**config.mk**
```make
export PLATFORM = sky130hd
export DESIGN_NAME = neuron_mac_accumulator
export DESIGN_NICKNAME = d
export VERILOG_FILES = /design/src/rtl/nn_pkg.sv /design/src/rtl/mac_multiplier.sv /design/src/rtl/neuron_mac_accumulator.sv
export SDC_FILE = /design/constraint.sdc
export NUM_CORES = 1
export LEC_CHECK = 0
export BUFFER_PORTS_ARGS = -buffer_cell sky130_fd_sc_hd__buf_2
export CAP_MARGIN = 20
export CORE_ASPECT_RATIO = 0.5
export CORE_MARGIN = 2
export CORE_UTILIZATION = 25
export DETAILED_ROUTE_END_ITERATION = 10
export PLACE_DENSITY = 0.43
export SLEW_MARGIN = 40
export SYNTH_ARGS = -nofsm -noshare
export SYNTH_HDL_FRONTEND = slang
export SYNTH_HIERARCHICAL = 1
export SYNTH_SLANG_ARGS = --single-unit
```
**constraint.sdc**
```tcl
create_clock -name clk_in -period 10.6 [get_ports clk_in]
set_clock_uncertainty 0.05 [all_clocks]
set_input_delay 2.12 -clock clk_in [delete_from_list [all_inputs] [get_ports clk_in]]
set_output_delay 2.12 -clock clk_in [all_outputs]
set_load 0.02 [all_outputs]
```
**src/rtl/nn_pkg.sv**
```systemverilog
// rtl/nn_pkg.sv - shared widths, data types and MAC accumulator state encoding
package nn_pkg;

    localparam int DEFAULT_DATA_WIDTH = 16;
    localparam int DEFAULT_ACC_WIDTH  = 32;

    typedef logic signed [DEFAULT_DATA_WIDTH-1:0] data_t;
    typedef logic signed [DEFAULT_ACC_WIDTH-1:0]  acc_t;

    typedef enum logic [1:0] {
        IDLE   = 2'd0,
        ACCUM  = 2'd1,
        DRAIN  = 2'd2,
        OUTPUT = 2'd3
    } mac_state_t;

endpackage

```
**src/rtl/mac_multiplier.sv**
```systemverilog
// rtl/mac_multiplier.sv - registered signed multiply with valid/last pass-through
//
// Stage 1 of the MAC pipeline: one cycle after valid_in, product_out holds
// a_in*b_in at full 2*DATA_WIDTH signed precision.
//   clk_in, rst_n_in     : clock, synchronous active-low reset
//   a_in, b_in           : signed operands
//   valid_in, last_in    : operand qualifiers
//   product_out          : registered signed product
//   valid_out, last_out  : qualifiers aligned with product_out
module mac_multiplier
    import nn_pkg::*;
#(
    parameter int DATA_WIDTH = DEFAULT_DATA_WIDTH
) (
    input  logic                           clk_in,
    input  logic                           rst_n_in,
    input  logic signed [DATA_WIDTH-1:0]   a_in,
    input  logic signed [DATA_WIDTH-1:0]   b_in,
    input  logic                           valid_in,
    input  logic                           last_in,
    output logic signed [2*DATA_WIDTH-1:0] product_out,
    output logic                           valid_out,
    output logic                           last_out
);

    localparam int PW = 2 * DATA_WIDTH;

    always_ff @(posedge clk_in) begin
        if (!rst_n_in) begin
            product_out <= '0;
            valid_out   <= 1'b0;
            last_out    <= 1'b0;
        end else begin
            valid_out <= valid_in;
            last_out  <= valid_in & last_in;
            if (valid_in) begin
                product_out <= PW'(a_in) * PW'(b_in);
            end
        end
    end

endmodule

```
**src/rtl/neuron_mac_accumulator.sv**
```systemverilog
// rtl/neuron_mac_accumulator.sv - streaming signed dot-product accumulator for one neuron
//
// Accepts (data, weight) pairs, multiplies them in mac_multiplier and sums the
// products into a wrapping ACC_WIDTH accumulator; the finished sum is held on
// sum_out with sum_valid_out until sum_ready_in.
//   clk_in, rst_n_in          : clock, synchronous active-low reset
//   bias_in                   : initial accumulator bias (NEURON_MAC_BIAS_EN only)
//   data_in, weight_in        : signed pair
//   in_valid_in, in_last_in   : pair qualifiers
//   in_ready_out              : pair accepted when high together with in_valid_in
//   sum_out, sum_valid_out    : dot product and its valid
//   sum_ready_in              : downstream accepts the sum
//   overrun_out               : vector closed by MAX_LEN rather than in_last_in
// Optional feature macro: NEURON_MAC_BIAS_EN adds bias_in, sampled on the first
// accepted pair of each vector.
module neuron_mac_accumulator
    import nn_pkg::*;
#(
    parameter int DATA_WIDTH = DEFAULT_DATA_WIDTH,
    parameter int ACC_WIDTH  = DEFAULT_ACC_WIDTH,
    parameter int MAX_LEN    = 1024
) (
    input  logic                         clk_in,
    input  logic                         rst_n_in,
`ifdef NEURON_MAC_BIAS_EN
    input  logic signed [ACC_WIDTH-1:0]  bias_in,
`endif
    input  logic signed [DATA_WIDTH-1:0] data_in,
    input  logic signed [DATA_WIDTH-1:0] weight_in,
    input  logic                         in_valid_in,
    input  logic                         in_last_in,
    output logic                         in_ready_out,
    output logic signed [ACC_WIDTH-1:0]  sum_out,
    output logic                         sum_valid_out,
    input  logic                         sum_ready_in,
    output logic                         overrun_out
);

    localparam int CW = $clog2(MAX_LEN + 1);

    mac_state_t state, state_nxt;

    logic [CW-1:0]                 count;
    logic signed [ACC_WIDTH-1:0]   acc;
    logic signed [ACC_WIDTH-1:0]   acc_base;
    logic signed [ACC_WIDTH-1:0]   prod_ext;
    logic signed [2*DATA_WIDTH-1:0] p_product;
    logic                          p_valid;
    logic                          p_last;
    logic                          p_first;
    logic                          accept;
    logic                          at_max;
    logic                          vec_last;
    logic                          first_accept;

    assign accept       = in_valid_in & in_ready_out;
    assign first_accept = accept & (state == IDLE);
    // count is zero in IDLE, so this also covers MAX_LEN == 1 on the first pair.
    assign at_max       = (count == CW'(MAX_LEN - 1));
    assign vec_last     = in_last_in | at_max;
    assign prod_ext     = ACC_WIDTH'(p_product);
    assign sum_out      = acc;

    mac_multiplier #(
        .DATA_WIDTH (DATA_WIDTH)
    ) u_mult (
        .clk_in      (clk_in),
        .rst_n_in    (rst_n_in),
        .a_in        (data_in),
        .b_in        (weight_in),
        .valid_in    (accept),
        .last_in     (vec_last),
        .product_out (p_product),
        .valid_out   (p_valid),
        .last_out    (p_last)
    );

`ifdef NEURON_MAC_BIAS_EN
    logic signed [ACC_WIDTH-1:0] bias_q;

    always_ff @(posedge clk_in) begin
        if (!rst_n_in) begin
            bias_q <= '0;
        end else if (first_accept) begin
            bias_q <= bias_in;
        end
    end

    assign acc_base = bias_q;
`else
    assign acc_base = '0;
`endif

    always_comb begin
        state_nxt     = state;
        in_ready_out  = 1'b0;
        sum_valid_out = 1'b0;
        case (state)
            IDLE, ACCUM: begin
                in_ready_out = 1'b1;
                if (accept) begin
                    state_nxt = vec_last ? DRAIN : ACCUM;
                end
            end
            DRAIN: begin
                // The last product lands in acc on this edge.
                if (p_valid && p_last) begin
                    state_nxt = OUTPUT;
                end
            end
            OUTPUT: begin
                sum_valid_out = 1'b1;
                if (sum_ready_in) begin
                    state_nxt = IDLE;
                end
            end
            default: state_nxt = IDLE;
        endcase
    end

    always_ff @(posedge clk_in) begin
        if (!rst_n_in) begin
            state       <= IDLE;
            count       <= '0;
            acc         <= '0;
            overrun_out <= 1'b0;
            p_first     <= 1'b0;
        end else begin
            state   <= state_nxt;
            // Tags the product now entering stage 1 as the first of its vector.
            p_first <= first_accept;

            if (accept) begin
                count <= count + CW'(1);
                if (at_max && !in_last_in) begin
                    overrun_out <= 1'b1;
                end
            end

            if (p_valid) begin
                acc <= p_first ? (acc_base + prod_ext) : (acc + prod_ext);
            end

            if (state == OUTPUT && sum_ready_in) begin
                acc         <= '0;
                count       <= '0;
                overrun_out <= 1'b0;
            end
        end
    end

endmodule

```
# Word-level counts from Yosys, hierarchy flattened
# Index checks and enable logic that the tools add are counted.
# totals
reg_bits	81
input_bits	37
output_inout_bits	35
elab_cells	40
# op_classes
n_addsub	2
multipliers	1
n_eq_ne	7
mux	8
n_bitwise	5
n_reduce_logical	9
# op_table
cell	n
$add A32 B32 Y32	1
$mul A16 B16 Y32	1
$mux W32	1
$add A11 B1 Y11 const B	1
$eq A11 B10 Y1 const B	1
$mux W2	4
$ne A2 B2 Y1 const B	3
$pmux W2 S3	1
$eq A2 B2 Y1 const B	2
$reduce_or A2 Y1	2
$and A1 B1 Y1	3
$logic_and A1 B1 Y1	3
$reduce_and A3 Y1	1
$eq A2 B1 Y1 const B	1
$logic_not A2 Y1	1
$mux W1	2
$reduce_and A2 Y1	1
$logic_not A1 Y1	1
$not A1 Y1	1
$or A1 B1 Y1	1

# Longest topological paths before layout
# logic_depth
word_depth	6
mapped_depth	22
depth_no_buf	21

# Modules after synthesis
# Netlist, hierarchy kept.
# modules_own_cells
mod	instances	cells_per_inst	area_per_inst_um2	seq_area_each_um2
mac_multiplier	1	1195	10993.0	680.7
neuron_mac_accumulator	1	454	3567.2	940.9

# Worst setup path before layout
# OpenSTA, ideal clock, no wires.
# synth_timing
kind	input to register
start	in weight_in[7]
end	reg u_mult.product_out[31]
setup_ns	0.122
arrival_ns	7.877
required_ns	10.428
slack_ns	2.551
cell_stages	22
path_buffers	1
cell_sequence	clkbuf_1 nand2_1 fa_1 inv_1 fa_1 inv_1 fa_1 inv_1 fa_1 fa_1 inv_1 fa_1 inv_1 ha_1 a21oi_1 or4b_4 a21oi_4 o31ai_1 a221o_1 o31ai_2 mux2i_1 a311o_1
# synth_via
elab_chain_len	1
# synth_rtl
element	line_no	rtl
start, declared	neuron_mac_accumulator.sv:29	input logic signed [DATA_WIDTH-1:0] weight_in,
$mul A16 B16 Y32	mac_multiplier.sv:37	product_out <= PW'(a_in) * PW'(b_in);
end signal, assigned	mac_multiplier.sv:37	
end, declared	mac_multiplier.sv:21	output logic signed [2*DATA_WIDTH-1:0] product_out,
# Every way passes these cells.
# A chain may end at the register's enable or synchronous reset.

# Worst setup path after layout
# Ends and elaborated chain as after synthesis.

==> out/results.ini <==
[clock_tree]
clock_latency_ps=350
cts_resized=0
clock_path_buffers=2
root_buffer=clkbuf_16
clkTransAtPathRegs_ps=60
post-cts-setup-buffers=0
cts-buffers-inserted=9
cts_tree=done
hold_buffers=0
htree_levels=3
clock_sinks=81

[global_routing]
grt_pass1_wl_um=63100
overflow=0
grt_max_degree=65
grt_pass1_vias=11200
grt_usage_pct=13.0
antenna_found_initial=0

[synthesis]
yosys-top-cells-count=inv_1 (315), fa_1 (263), nand2_1 (164)
yosysTopAreaCell=fa_1
ys_seq_area_share_pct=11.1
synth_top_cell_area_share_pct=36.2
synth_compound_area_share_pct=11.4
ys_dominant_reg_cell=dfxtp_1
yosysUniqueCellTypes=70
ys_ff_latch=81
synthTopCellsByArea=fa_1 (36%), dfxtp_1 (11%), ha_1 (9.8%), inv_1 (8.1%), and2_1 (5.3%)
avgSynthCellArea_um2=8.83
syn_inst=1649
syn-num-nets=2063
synth_top_family_by_area=adder cells
synth-edff-count=0
synth_area_um2=14600
yosys-mux-area-fraction_pct=2.10
yosysWarnings=6
ys_async_sr_fraction_pct=0
synthAdderAreaFrac_pct=46.0
synth.most_common_cell=inv_1
synth-simple-area-share_pct=15.6
synth_xor_area_share_pct=4.09

[floorplanning]
io_pins=72
row_count=62
initial_utilization_pct=25.3
die_x_um=345
die-area_um2=60300
die_h_um=175
fp.coreArea_um2=57500

[route]
routed_wl_um=38000
first_iter_violations=497
wl_met3_um=1040
dr.max_layer_used=met4
wl_per_cell_um=15.5
wl_met2_um=16000
dr.pass1.iters=5
wl_met1_um=20400
vias=10600
drc=0
via_per_inst=4.32
ant_nets=0

[setup_path]
start_kind=input pin
endpoint_kind=register
r2r_start=sum_out[7]
crit_chain=buf_2 > nand2_1 > fa_1 > inv_1 > fa_1 > inv_1 > fa_1 > inv_1 > fa_1 > fa_1 > inv_1 > fa_1 > inv_1 > ha_1 > a21oi_1 > or4b_4 > a21oi_4 > o31ai_1 > a221o_1 > o31ai_2 > mux2i_1 > a311o_1
max_stage_delay_ps=550
crit_path_top_delay_cell=fa_1
r2r_cells=12
path_max_fanout=16
cpMostUsedCell=fa_1
crit_type=in -> reg
startpoint=weight_in[7]
crit_required_ps=10790
arrival_ps=8300

[final_layout]
num-nets-final=2091
area_growth_pct=9.96
antennaDiodeCount=0
drive_above_1_share_pct=6.66
fillers=6174
regArea_um2=1620
multi_input_area_um2=11500

[placed_design]
dp_hpwl_um=31900
port_buffers=71
gp_congestion=0.818

[job]
maxCapViolations=0

[sta]
fin_crit_sh_pct=76.5
setup_tns_ps=0
drv_slew=0
post-route-min-period_ps=8110
maxSlewHeadroom_pct=55.6
setup_viol=0
rsz0062_at_grt=no
fmax_mhz=123
final-hold-violation-count=0
worst-slew-pin-transition_ps=667

[hold_path]
hold_path.class=reg -> reg
hold_start=overrun_out
hold_path_depth=2

[run_status]
outcome=completed

==> area by class of cell <==
class	instances	share of cell area (%)
flip-flops and latches	81	10.1
clock buffers	9	1.41
well taps	768	6.00
multi-input cells	1192	72.0
inverters	316	7.41
repair buffers	77	2.50
clock inverters	7	0.492
==> metal layers <==
layer / vias up / global-route usage [%]
met5: - / 0
met4: 0 / 2.80
met3: 29 / 1.33
met2: 131 / 19.8
met1: 5177 / 19.8
li1: 5244 / -
==> path summary, 6_finish.rpt <==
check                                end  slack (ps)
setup / recovery  u_mult/product_out[31]        2490
hold reg to reg              overrun_out         420
setup reg to reg             sum_out[31]        7280
hold / removal               overrun_out         420
==> through the flow <==
| stage | hold slack, ps | std cells | setup WS, ps | cell area, um^2 | utilization, % |
|---|---|---|---|---|---|
| after floorplan | 395 | 1649 | 2550 | 14600 | - |
| after global placement | 402 | 2434 | 2190 | 15700 | 27.3 |
| after detailed placement | 408 | 2434 | 2100 | 15700 | 27.3 |
| after CTS | 426 | 2450 | 2490 | 16000 | 27.9 |
| after global routing | 453 | 2450 | 2240 | 16000 | 27.9 |
| final | 418 | 2450 | 2490 | 16000 | 27.9 |
==> logic make-up after synthesis <==
family	after synthesis
flops	81
simple gates	466
mux	30
xor+xnor	68
buf+inv	376
fa+ha+maj	377
compound gates	251
==> placed cells by master, fill, tap and decap left out, drive strengths merged, types with 7 or more instances in the layout <==
master	n
a21oi	75
a21o	25
o21ai	57
clkbuf	9
fa	263
ha	114
o31ai	11
dfxtp	81
nor2	97
nand2	164
nand4	7
inv	318
o211ai	17
nand3	19
and3	11
xor2	21
a211oi	10
nand2b	10
xnor2	47
nor3	9
and2	123
buf	77
mux2i	29
==> worst max-delay path, delay by kind of cell <==
| kind | cells | cell delay (ps) |
|---|---|---|
| and+or+nand+nor | 2 | 630 |
| adders and majority gates | 7 | 3370 |
| AOI/OAI and AO/OA | 6 | 1520 |
| buffers and inverters | 6 | 530 |
| muxes | 1 | 110 |
==> flip-flops by register name, indices dropped and copies added, names as in the netlist <==
register,flops
sum_out,32
u_mult/product_out,32
count,11
state,2
overrun_out,1
p_first,1
u_mult/last_out,1
u_mult/valid_out,1
Power is not shown: default switching activity piles up to over one toggle a cycle in this logic, so the estimate is an artifact.
